`src/rtl/uart_rx_fifo_writer.sv`:
```
// UART receiver feeding the RX FIFO write port on the WClk domain.
// Oversampled bit recovery, optional parity, stop-bit framing check and
// sticky error reporting (parity, framing, overrun).
module uart_rx_fifo_writer #(
  parameter int unsigned DATA_BITS  = 8,
  parameter int unsigned OVERSAMPLE = 16,
  parameter int unsigned DIV_WIDTH  = 16
) (
  input  logic                 WClk,
  input  logic                 reset,
  input  logic [DIV_WIDTH-1:0] BaudDiv,
  input  logic                 ParityEn,
  input  logic                 ParityOdd,
  input  logic                 RxD,
  input  logic                 Full,
  output logic [DATA_BITS-1:0] WData,
  output logic                 WEn,
  input  logic                 ErrClr,
  output logic                 ParityErr,
  output logic                 FrameErr,
  output logic                 Overrun,
  output logic                 Busy
);

  localparam int unsigned SC_W = $clog2(OVERSAMPLE);
  localparam int unsigned BC_W = (DATA_BITS > 1) ? $clog2(DATA_BITS) : 1;
  localparam logic [SC_W-1:0] SC_MID  = SC_W'(OVERSAMPLE / 2 - 1);
  localparam logic [SC_W-1:0] SC_LAST = SC_W'(OVERSAMPLE - 1);
  localparam logic [BC_W-1:0] BC_LAST = BC_W'(DATA_BITS - 1);

  typedef enum logic [2:0] {
    S_IDLE,
    S_START,
    S_DATA,
    S_PARITY,
    S_STOP,
    S_BREAK
  } state_t;

  state_t               state, state_n;
  logic                 rx_meta, rxs;
  logic [DIV_WIDTH-1:0] div_cnt;
  logic                 tick;
  logic [SC_W-1:0]      sc, sc_n, sc_inc;
  logic [BC_W-1:0]      bit_cnt, bit_cnt_n;
  logic [DATA_BITS-1:0] shift, shift_n;
  logic                 perr_pending, perr_n;
  logic                 do_write, do_ovr, do_fe, do_pe;

  // Two-flop synchroniser for the asynchronous serial line (idles high).
  always_ff @(posedge WClk) begin
    if (reset) begin
      rx_meta <= 1'b1;
      rxs     <= 1'b1;
    end else begin
      rx_meta <= RxD;
      rxs     <= rx_meta;
    end
  end

  // >= rather than == so a live BaudDiv reduction cannot strand the counter.
  assign tick = (div_cnt >= BaudDiv);

  // Free-running oversample tick divider.
  always_ff @(posedge WClk) begin
    if (reset)     div_cnt <= '0;
    else if (tick) div_cnt <= '0;
    else           div_cnt <= div_cnt + 1'b1;
  end

  assign sc_inc = (sc == SC_LAST) ? '0 : sc + 1'b1;

  // After the start bit re-aligns sc at mid-bit, later bits are sampled each
  // time sc completes a full OVERSAMPLE period, i.e. again at mid-bit.
  // Next-state and frame datapath decisions, evaluated on ticks only.
  always_comb begin
    state_n   = state;
    sc_n      = sc;
    bit_cnt_n = bit_cnt;
    shift_n   = shift;
    perr_n    = perr_pending;
    do_write  = 1'b0;
    do_ovr    = 1'b0;
    do_fe     = 1'b0;
    do_pe     = 1'b0;
    if (tick) begin
      case (state)
        S_IDLE: begin
          if (!rxs) begin
            sc_n    = '0;
            perr_n  = 1'b0;
            state_n = S_START;
          end
        end
        S_START: begin
          if (sc == SC_MID) begin
            if (rxs) begin
              state_n = S_IDLE;
            end else begin
              sc_n      = '0;
              bit_cnt_n = '0;
              state_n   = S_DATA;
            end
          end else begin
            sc_n = sc_inc;
          end
        end
        S_DATA: begin
          sc_n = sc_inc;
          if (sc == SC_LAST) begin
            shift_n   = {rxs, shift[DATA_BITS-1:1]};
            bit_cnt_n = bit_cnt + 1'b1;
            if (bit_cnt == BC_LAST) state_n = ParityEn ? S_PARITY : S_STOP;
          end
        end
        S_PARITY: begin
          sc_n = sc_inc;
          if (sc == SC_LAST) begin
            if (rxs != (^shift ^ ParityOdd)) perr_n = 1'b1;
            state_n = S_STOP;
          end
        end
        S_STOP: begin
          sc_n = sc_inc;
          if (sc == SC_LAST) begin
            if (rxs) begin
              if (Full) do_ovr   = 1'b1;
              else      do_write = 1'b1;
              do_pe   = perr_pending;
              state_n = S_IDLE;
            end else begin
              do_fe   = 1'b1;
              state_n = S_BREAK;
            end
          end
        end
        S_BREAK: begin
          if (rxs) state_n = S_IDLE;
        end
        default: state_n = S_IDLE;
      endcase
    end
  end

  // Frame state and datapath registers.
  always_ff @(posedge WClk) begin
    if (reset) begin
      state        <= S_IDLE;
      sc           <= '0;
      bit_cnt      <= '0;
      shift        <= '0;
      perr_pending <= 1'b0;
    end else begin
      state        <= state_n;
      sc           <= sc_n;
      bit_cnt      <= bit_cnt_n;
      shift        <= shift_n;
      perr_pending <= perr_n;
    end
  end

  // FIFO write strobe/data and sticky error flags (a new event beats ErrClr).
  always_ff @(posedge WClk) begin
    if (reset) begin
      WData     <= '0;
      WEn       <= 1'b0;
      ParityErr <= 1'b0;
      FrameErr  <= 1'b0;
      Overrun   <= 1'b0;
    end else begin
      WEn <= do_write;
      if (do_write) WData <= shift;
      ParityErr <= do_pe  | (ParityErr & ~ErrClr);
      FrameErr  <= do_fe  | (FrameErr  & ~ErrClr);
      Overrun   <= do_ovr | (Overrun   & ~ErrClr);
    end
  end

  assign Busy = (state != S_IDLE);

endmodule

```
`config.mk`:
```
export PLATFORM = sky130hd
export DESIGN_NAME = uart_rx_fifo_writer
export DESIGN_NICKNAME = d
export VERILOG_FILES = /design/src/rtl/uart_rx_fifo_writer.sv
export SDC_FILE = /design/constraint.sdc
export NUM_CORES = 1
export LEC_CHECK = 0
export CAP_MARGIN = 20
export CORE_MARGIN = 3
export CORE_UTILIZATION = 35
export CTS_CLUSTER_SIZE = 40
export DETAILED_ROUTE_END_ITERATION = 8
export SYNTH_ARGS = -nofsm -noshare
export SYNTH_HDL_FRONTEND = slang
export SYNTH_SLANG_ARGS = --single-unit
export TNS_END_PERCENT = 50
```
`constraint.sdc`:
```
create_clock -name WClk -period 7.4 [get_ports WClk]
set_input_delay 2.22 -clock WClk [delete_from_list [all_inputs] [get_ports WClk]]
set_output_delay 2.22 -clock WClk [all_outputs]
set_load 0.05 [all_outputs]
```
==> run summary, run 1 <==
In this run the vertical extent of the chip is 92.9 µm. After floorplanning, the core was divided into 31 placement rows. The type of the tightest min-delay check is reg -> reg. Synthesis handed over a netlist of 308 instances.

Synthesis inferred 49 register bits. Dividing the final minimum period by the clock period gives 63.1%. The number of enable flip-flop cells after synthesis was 0; the growth of design area from synthesis to finish was 20.9%. In this run the static leakage power is 0.00125 µW. Dividing the detail-routed via count by the number of cells gives 4.77. The critical path goes through clkdlybuf4s50_1 -> inv_1 -> ha_1 -> nand4_1 -> or4_1 -> o32a_2 -> a21oi_4 -> mux2i_1 -> nor2_1. The H-tree depth came out at 2. Across the VDD grid, the largest voltage drop is 77.5 µV. Summed over its instances, the top area cell type makes up 37.2% of the synthesized netlist area. The tools report the post-CTS setup-driven buffer insertion count as 0. The region available for standard cell placement spans 7290 µm².

For the number of diodes added for antenna fixing, the log shows 0. Setup slack on the worst reg-to-reg path comes out at 4.81 ns. The logs give 36 for the pin count of the biggest net entering global routing and 37.2% for the sequential area share after synthesis. Setup total negative slack on the finished layout was measured at 0 ns.

The die covers 8620 µm². The worst reg2reg path depth is 7, and the maximum fanout count along the critical path is 9. The root buffer cell chosen for the clock tree is clkbuf_8. The tools report the hold violation total from the final report as 0. The worst pin sits at a relative slew slack of 52.5%.

36 I/O pins were placed. At the later pin of the worst-skew pair, clock insertion delay measures 0.30 ns. STA puts the critical path data required time at 7.58 ns.

The count of final max-slew check failures was 0; the number of violations reported at the end of detailed-routing iteration 0 was 45. In the routed design, unresolved DRC markers number 0. The tools report the remaining number of nets flagged by the antenna check after routing as 0. The final total power came out at 494 µW. The quantity of hold-fixing buffers added after cts is 0, and the actual transition at the worst max-transition pin is 0.712 ns. Once detailed placement completed, the half-perimeter wirelength came to 3770 µm. The congestion estimate from routability-driven global placement came to 0.835. The total overflow left after global routing is 0.

The tools report the post-synthesis net count as 351. The clock arrives with 0.00428 ns of skew. In the synthesized netlist the async set-or-reset flop fraction comes to 0%. In the post-synthesis netlist, the biggest area contributors are dfxtp_1 (37%), ha_1 (9.5%), nor2_1 (7.8%), mux2i_1 (6.8%), xnor2_1 (4.6%). For this run, the detailed router's first-pass iteration total came to 4.

For the worst setup path, the data arrival time is 4.85 ns. The initial antenna violation count is 0, and the number of buffers created by CTS is 5. In this run the critical register-to-register path is captured at shift[7].

The reported max-cap violation count was 0; the summed instance area of the synthesized netlist was 2640 µm². The final routed wirelength across all metal layers was 5050 µm. The tightest hold path in the finished design has a slack of 0.418 ns. The most used flip-flop cell after synthesis is dfxtp_1.

Counting I/O delays and the setup requirement, the final critical path takes 4.67 ns. Launching element type of the critical path: an input pin. In this design, the largest share of critical-path delay is due to compound AO/OA/AOI/OAI gates.

The initial utilization of the core area, before any placement, comes to 36.2%. For the global-route usage over all layers, the log shows 12.5%. Number of nets in the finished design: 383. The worst setup path startpoint is BaudDiv[15]. The longest clock path from root to sink contains 2 buffers. The classification of the worst setup path is in -> reg. On the worst path, the slowest cell contributes a delay of 0.55 ns. The pre-CTS setup slack is 2.40 ns. TritonCTS built the clock tree.

The tools report the final-report setup violation count as 0. Power spread over the standard cell area amounts to 155 nW/µm². The first global-routing pass estimated 8980 µm of wire. After synthesis, the mean cell area works out to 8.57 µm². The flow ran to the end, and the final reports show no timing, DRC or antenna violations. Distinct cell type count after synthesis: 43.

The largest total area in the synthesized netlist belongs to dfxtp_1. The detailed router placed 2098 vias in this run. The via count of the first global-routing pass was 2024. The tools report the critical register-to-register path startpoint as div_cnt[15].

The average wire per cell in the routed design is 11.5 µm, and the maximum clock frequency is 214 MHz. The share of post-route cells with drive strength above 1 came out at 4.99%. The slowest stage of the critical path belongs to the cell or4_1.

Critical path depth: 9. Clock-pin slew was measured on the worst setup and hold paths at 0.08 ns. The number of buffers and inverters on the critical path is 2. The die boundary width is 92.9 µm, and the TritonCTS sink count is 49. Setup repair after global routing left no endpoint under its margin.

For this run, the number of Yosys warnings is 0. Input and output buffers added on the ports amount to 35. STA classifies the critical path endpoint as a register. Setup slack on the critical path of the routed design comes to 2.73 ns. Timing endpoint of the critical path: shift[7].

Post-CTS repair changed the size of 0 cells.
-- synth_stat cells, drive strengths merged, types with 2 or more instances --
cell	instances
a21o	2
a21oi	19
a22o	2
a31oi	3
and3	4
and4b	2
clkbuf	10
dfxtp	49
ha	20
inv	20
mux2	2
mux2i	18
nand2	17
nand2b	6
nand3	14
nand3b	2
nand4	5
nor2	55
nor2b	5
nor3	2
o21a	2
o21ai	5
o2bb2ai	2
or2	4
or4	2
xnor2	14
xor2	10
-- report_power, final --
group	switching [µW]	internal (µW)	total, µW
Combinational	14.2	18.8	33.0
Clock	83.3	110	193
Sequential	2.45	265	268
-- worst min-delay path by stage --
stage | end | cells past startpoint | from
global placement | rxs | 1 | rx_meta
floorplan | rxs | 1 | rx_meta
global route | rxs | 1 | rx_meta
finish | rxs | 1 | rx_meta
detailed placement | rxs | 1 | rx_meta
CTS | rxs | 1 | rx_meta
-- cells by family (layout without fill, tap and decap cells) --
| family | count (synthesis) | in the layout | synth area share, % |
|---|---|---|---|
| AOI/OAI and AO/OA | 43 | 43 | 11.3 |
| xor gates and xnor gates | 24 | 24 | 7.96 |
| adders and majority gates | 20 | 20 | 9.48 |
| buffers and inverters | 31 | 64 | 4.60 |
| DFF | 49 | 49 | 37.2 |
| muxes | 20 | 20 | 7.68 |
| and+or+nand+nor | 121 | 121 | 21.8 |
-- state kept, by name, summed over array words and instances (netlist names) --
name          cells
FrameErr          1
sc                4
Overrun           1
div_cnt          16
shift             8
state             3
rxs               1
WEn               1
bit_cnt           3
WData             8
rx_meta           1
perr_pending      1
ParityErr         1
-- worst register-to-register path: stages, from the launching register on --
cell and delay (ns):
dfxtp_1 0.33, ha_1 0.31, nand4_1 0.16, or4_1 0.55, o32a_2 0.42, a21oi_4 0.40
mux2i_1 0.24, nor2_1 0.06
-- layout by cell type (no fill, tap or decap), types with 3 or more instances in the layout --
cell,instances
a21oi_1,17
nor2_1,55
xnor2_1,14
nand3_1,14
or2_2,4
nor2b_1,5
ha_1,20
mux2i_1,18
dfxtp_1,49
clkdlybuf4s50_1,35
o21ai_0,5
clkbuf_8,6
nand2b_1,6
xor2_1,10
nand4_1,5
and3_1,4
inv_1,20
nand2_1,16
a31oi_1,3
-- per-layer routing --
metal	share of wire (%)	vias up	track usage [%]
met3	4.5	3	2.60
met1	51	935	16.8
li1	-	1119	-
met2	44	41	20.6
met5	0	-	0
met4	0.75	0	2.93
-- per-stage QoR --
stage / cell area [µm²] / std cells / utilization (%)
6_report: 3190 / 440 / 43.8
5_1_grt: 3190 / 440 / 43.8
4_1_cts: 3190 / 440 / 43.8
3_5_place_dp: 3080 / 432 / 42.2
3_3_place_gp: 3080 / 432 / 42.2
2_1_floorplan: 2640 / 308 / -
-- area by class of cell --
| cell class | count | area (µm²) |
|---|---|---|
| multi-input combinational | 228 | 1540 |
| tap | 99 | 124 |
| sequential | 49 | 981 |
| clock buffer | 7 | 86.3 |
| clock inverter | 1 | 30.0 |
| timing repair buffer | 36 | 358 |
| fill | 776 | 4100 |
| inverter | 20 | 75.1 |
Note: power is estimated with default switching activity, not from simulation.
==> run 2: changes to the inputs <==
clock period = 3.8 ns   (was 7.4 ns; I/O delays follow)
==> run 2 against run 1 <==
Net effect: setup slack worse by 2.4 ns; critical path depth unchanged; count of clock-buffer cells in the layout shrank 2; wire length up 6.4%; global-route usage grew 0.40 points; clock skew grew 0.0049 ns; clock power rose by 130%; final area up 3.3%; total power up 110%; non-clock buffer count grew 8; highest routed layer unchanged.
==> run summary, run 2 (synthesis gave the netlist of run 1 again) <==
The summed negative setup slack over all endpoints came out at 0 ns (unchanged). The actual transition at the worst max-transition pin works out to 0.567 ns (-0.145 ns). The number of diodes added for antenna fixing came out at 0 (unchanged). The logs give 0.31 ns (about the same) for the source-to-sink clock delay at the later pin of the worst-skew pair and 7290 µm² (unchanged) for the core footprint. The die boundary width was 92.9 µm (unchanged); the share of power burned in combinational logic was 6.6% (about the same). The sequential share of power is 50.1% (-4.1 points). Critical register-to-register path startpoint: div_cnt[0].

The largest register by flop count was div_cnt. The first-pass iteration count of the detailed router is 4 (unchanged). The number of buffers created by CTS was 5 (unchanged); the global-route met3 utilization was 3.33% (+0.73 points). For the worst slack on hold paths, the log shows 0.419 ns (+0.00116 ns). The global-route usage over all layers is 13.0% (+0.40 points). The post-cts gate resize count is 0 (unchanged), and the initial antenna violation count is 0 (unchanged). The library cell used most frequently in the layout, excluding fill and tap cells, is nor2_1.

The tools report the number of violations reported at the end of detailed-routing iteration 0 as 70 (+56%). The internal portion of total power is 822 µW (+110%), and the growth of design area from synthesis to finish is 24.9%. The quantity of hold-fixing buffers added after cts is 0 (unchanged). The H-tree depth is 2 (unchanged).

Number of placement rows: 31 (unchanged). The half-perimeter wire length after detailed placement was 3970 µm (+5.4%); the post-route worst setup slack was 0.346 ns (-2.39 ns). For the met1 routing resource usage after global routing, the log shows 16.7% (-0.13 points). Classification of the worst setup path: in -> reg. The required arrival time at the worst endpoint is 4.00 ns (-3.58 ns). The leakage power summed over all cells was 0.00131 µW (+4.4%). The top-level port count is 36 (unchanged). After layout, the worst path uses 90.9% of the clock period. The tools report the wire length of the first global-routing pass as 9350 µm (+4.2%). The pre-CTS setup slack came out at -0.0176 ns (-2.42 ns).

The number of nets in the finished design is 391 (+2.1%), and the power density relative to cell area is 315 nW/µm² (+100%). The TritonCTS sink count is 49 (unchanged), and the count of final max-slew check failures is 0 (unchanged). The final critical path time including I/O delays and setup was 3.45 ns; the overall die area was 8620 µm² (unchanged). The number of flip-flops in the largest register works out to 16 (unchanged). The tools report the worst setup path startpoint as BaudDiv[15]. The global routing usage on met2 is 21.8% (+1.2 points). The count of buffers inserted at the top-level ports is 35 (unchanged). The number of fill cells came out at 744 (-4.1%). The maximum clock frequency was 290 MHz.

TritonCTS built the clock tree. For the data arrival at the endpoint of the critical path, the log shows 3.65 ns (-1.20 ns). Leaving out fill and tap cells, the most frequent cells in the layout are nor2_1 (55), dfxtp_1 (49), clkdlybuf4s50_1 (35), inv_1 (20), ha_1 (20). The via count is 2150 (+2.5%). The tools report the cell area after layout as 3300 µm² (+3.3%). The worst-case register-to-register setup slack is 1.26 ns (-3.55 ns), and the worst-case clock buffer depth is 2 (unchanged). The tools report the placed standard-cell area as 3160 µm² (+2.8%). The run finished with clean final reports. The number of remaining DRC errors was 0 (unchanged); the reported max-cap violation count was 0 (unchanged).

The residual overflow from global routing came out at 0 (unchanged). Setup repair after global routing left no endpoint under its margin. The worst setup path is launched from an input pin.

The pin count of the biggest net entering global routing is 20 (-44%), and the effective utilization at floorplan is 36.2% (unchanged). The sort of element at the end of the critical path was a register. The root buffer cell is clkbuf_8. Hold violation total from the final report: 0 (unchanged). The final routed wirelength across all metal layers came out at 5380 µm (+6.4%).

The clock slew seen by the registers of the worst setup and hold paths was 0.09 ns (about the same). The via density per instance is 4.80 (+0.65%). The tools report the headroom to the max-slew limit as 62.1% (+9.6 points). In the final layout, the registers with the most flip-flops are div_cnt x16, WData x8, shift x8. The post-CTS setup-driven buffer insertion count is 0 (unchanged), and the final-report setup violation count is 0 (unchanged). The layer flagged by global routing as most heavily used is met2. Maximum fanout count along the critical path: 6 (-3). Average wire per cell in the routed design: 12.0 µm (+4.5%).

Share of post-route cells with drive strength above 1: 7.45% (+2.5 points). Clock network fraction of total power: 43.3% (+4.2 points). The die span in y was 92.9 µm (unchanged); the via count of the first global-routing pass was 2100 (+3.8%). The worst clock skew on the final layout came out at 0.00916 ns (+0.00489 ns). In this run the most critical hold path is launched from rx_meta.

The switching share of power is 21.0% (+0.75 points), and the worst-case vdd ir drop is 153 µV (+97%). The routability congestion estimate from global placement came out at 0.895 (+7.2%). The remaining number of nets flagged by the antenna check after routing was 0 (unchanged). Type of the tightest min-delay check: reg -> reg. The power spent charging and discharging nets is 218 µW (+120%).
-- run 2: final timing paths --
check | depth (start not counted) | to
max reg2reg | 9 | div_cnt[9]
min | 1 | rxs
min reg2reg | 1 | rxs
max | 9 | bit_cnt[0]
-- run 2: layout make-up --
class / instances / area (µm²) / area share (%)
multi-input cells: 228 / 1540 / 46.6
clock buffers: 5 / 68.8 / 2.09
flip-flops and latches: 49 / 981 / 29.7
well taps: 99 / 124 / 3.76
clock inverters: 3 / 68.8 / 2.09
inverters: 20 / 75.1 / 2.28
repair buffers: 44 / 443 / 13.4
-- run 2: layer usage --
metal / share of wire (%) / wire [µm]
met3: 4.8 / 260
met1: 50 / 2690
met5: 0 / 0
met2: 44 / 2390
met4: 0.73 / 39
-- run 2: critical path: stages --
cell and delay, ns:
clkdlybuf4s50_1 0.45, inv_1 0.04, ha_1 0.30, nand4_1 0.13, or4_1 0.53, o32a_2 0.43, nand2_2 0.15, a31oi_1 0.14
mux2_1 0.33
-- run 2: stage by stage --
step           utilization, %  power, µW  std cells
2_1_floorplan               -        567        308
3_3_place_gp             43.3        603        440
3_5_place_dp             43.3        603        440
4_1_cts                  45.2       1060        448
5_1_grt                  45.2       1080        448
6_report                 45.2       1040        448
-- run 2: power groups by stage --
stage | registers, µW | clock network [µW] | logic [µW]
after floorplan | 531 | 0 | 35.6
after CTS | 522 | 465 | 70.2
final | 521 | 450 | 68.8
after global routing | 523 | 482 | 77.5
after global placement | 533 | 0 | 69.4
after detailed placement | 534 | 0 | 69.8
==> run 3: changes to the inputs <==
CORE_MARGIN = default   (was 3)
==> run 3 against run 2 <==
Net effect: count of clock-buffer cells in the layout is the same; cell count grew 0.22%; non-clock buffer count grew 1; sequential share of layout area grew 0.32 points; hold slack lost 0.00080 ns; combinational power grew 3%; setup slack gained 0.039 ns; fmax grew 1.1%; clock power shrank 28%; via count grew 0.37%; critical path type unchanged; largest cell class unchanged.
==> run summary, run 3 (synthesis gave the netlist of run 1 again) <==
The run finished with clean final reports. The die boundary width was 88.9 µm (-4.3%). The maximum fanout count along the critical path was 6 (unchanged). The first-pass iteration count of the detailed router was 4 (unchanged); the share of post-route cells with drive strength above 1 was 7.71% (+0.26 points). The count of buffers inserted at the top-level ports was 35 (unchanged); the number of nets in the finished design was 392 (+0.26%). The final-report setup violation count was 0 (unchanged). CTS placed an instance of clkbuf_8 at the clock tree root. The final routed wirelength across all metal layers is 5270 µm (-2.0%), and the worst clock skew on the final layout is 0.0144 ns (+0.00524 ns). Leakage power summed over all cells: 0.00129 µW (-1.7%). The clock slew seen by the registers of the worst setup and hold paths works out to 0.09 ns (about the same). The tools report the routability congestion estimate from global placement as 0.807 (-9.8%). The run gives 49 (unchanged) as the TritonCTS sink count. TritonCTS built the clock tree. The tools report the reported max-cap violation count as 0 (unchanged). More flip-flops sit in one register than any other, and that register is div_cnt. Global-route usage over all layers: 14.5% (+1.5 points).

The worst hold path belongs to the class reg -> reg. The die span in y was 88.9 µm (-4.3%); the post-CTS setup-driven buffer insertion count was 0 (unchanged). Setup repair after global routing left no endpoint under its margin. The data arrival at the endpoint of the critical path was 3.61 ns (-0.04 ns); the top-level port count was 36 (unchanged). STA classifies the critical path startpoint as an input pin.

In the layout the commonest cells are nor2_1 (55), dfxtp_1 (49), clkdlybuf4s50_1 (35), inv_1 (20), ha_1 (20). The logs give 2 (unchanged) for the H-tree depth and 25 (+25%) for the pin count of the biggest net entering global routing. The average wire per cell in the routed design is 11.7 µm (-2.2%). Leaving out fill and tap cells, the most frequent cell in the layout is nor2_1.

The worst slack on hold paths is 0.418 ns (-0.000801 ns). The headroom to the max-slew limit is 66.6% (+4.5 points). The hold violation total from the final report was 0 (unchanged). For the via count of the first global-routing pass, the log shows 2022 (-3.7%). The core footprint was 7250 µm² (-0.53%); the number of flip-flops in the largest register was 16 (unchanged). The tools report the residual overflow from global routing as 0 (unchanged). The count of final max-slew check failures was 0 (unchanged). The number of violations reported at the end of detailed-routing iteration 0 came out at 54 (-23%). The tools report the wire length of the first global-routing pass as 8890 µm (-4.9%).

For the number of buffers created by CTS, the log shows 5 (unchanged). The largest registers in the layout are div_cnt x16, WData x8, shift x8. For the number of remaining DRC errors, the log shows 0 (unchanged). The run gives 0 (unchanged) as the number of diodes added for antenna fixing. The effective utilization at floorplan came out at 36.4% (+0.19 points).

The via count was 2158 (+0.37%); the number of standard cells in the final layout excluding fillers was 449 (+0.22%). The post-cts gate resize count came out at 0 (unchanged). The tools report the remaining number of nets flagged by the antenna check after routing as 0 (unchanged). The worst-case vdd ir drop was 142 µV (-6.8%); the source-to-sink clock delay at the later pin of the worst-skew pair was 0.31 ns (about the same). The quantity of hold-fixing buffers added after cts came out at 0 (unchanged).

The half-perimeter wire length after detailed placement is 3910 µm (-1.7%). Power density relative to cell area: 280 nW/µm² (-11%). The summed negative setup slack over all endpoints was 0 ns (unchanged); the final critical path time including I/O delays and setup was 3.41 ns (-0.0390 ns). Overall die area: 7890 µm² (-8.4%). The fraction of the cycle the final worst path needs was 89.9% (-1.0 points). The actual transition at the worst max-transition pin was 0.500 ns (-0.0668 ns); the worst-case clock buffer depth was 2 (unchanged). The setup path with the least slack is of type in -> reg.

Relative to the synthesized area, the layout overhead comes to 23.6%. The initial antenna violation count is 0 (unchanged). Via density per instance: 4.81 (+0.15%).

Number of placement rows: 31 (unchanged). The run gives 441 (+0.23%) as the cell count after placement. The worst setup path is captured at a register. The required arrival time at the worst endpoint is 4.00 ns (about the same), and the maximum clock frequency is 293 MHz (+1.1%).
run 3: critical path, stage by stage:
cell             delay [ns]
clkdlybuf4s50_1        0.46
inv_1                  0.05
ha_1                   0.28
nand4_1                0.11
or4_1                  0.53
o32a_2                 0.42
nand2_2                0.15
a31oi_1                0.14
mux2_1                 0.32
run 3: layer usage:
metal / global-route usage, % / routed length [µm]
met1: 17.9 / 2590
met3: 3.08 / 219
met4: 4.40 / 53
met2: 25.2 / 2400
met5: 0 / 0
run 3: metrics by stage:
step / total power (µW) / utilization, % / setup slack, ns / instance area [µm²]
2_1_floorplan: 567 / - / 0.574 / 2640
3_3_place_gp: 604 / 43.7 / 0.105 / 3170
3_5_place_dp: 605 / 43.7 / 0.0803 / 3170
4_1_cts: 929 / 45.0 / 0.399 / 3260
5_1_grt: 960 / 45.0 / 0.266 / 3260
6_report: 914 / 45.0 / 0.385 / 3260
run 3: report_power, final:
group / switching (µW) / internal (µW)
clock network: 188 / 134
logic: 30.0 / 40.6
registers: 4.51 / 517
run 3: final timing paths:
kind                            slack [ns]         from    endpoint  cells after the start
worst max-delay path                  0.39  BaudDiv[13]  bit_cnt[0]                      9
worst min-delay path                  0.42      rx_meta         rxs                      1
worst max register to register        1.34   div_cnt[0]  div_cnt[4]                      9
worst min register to register        0.42      rx_meta         rxs                      1
run 3: area by class of cell:
cell class	instances	area (µm²)
Inverter	20	75.1
Clock inverter	3	26.3
Sequential cell	49	981
Fill cell	770	3990
Clock buffer	5	68.8
Timing Repair Buffer	45	450
Multi-Input combinational cell	228	1540
Tap cell	99	124
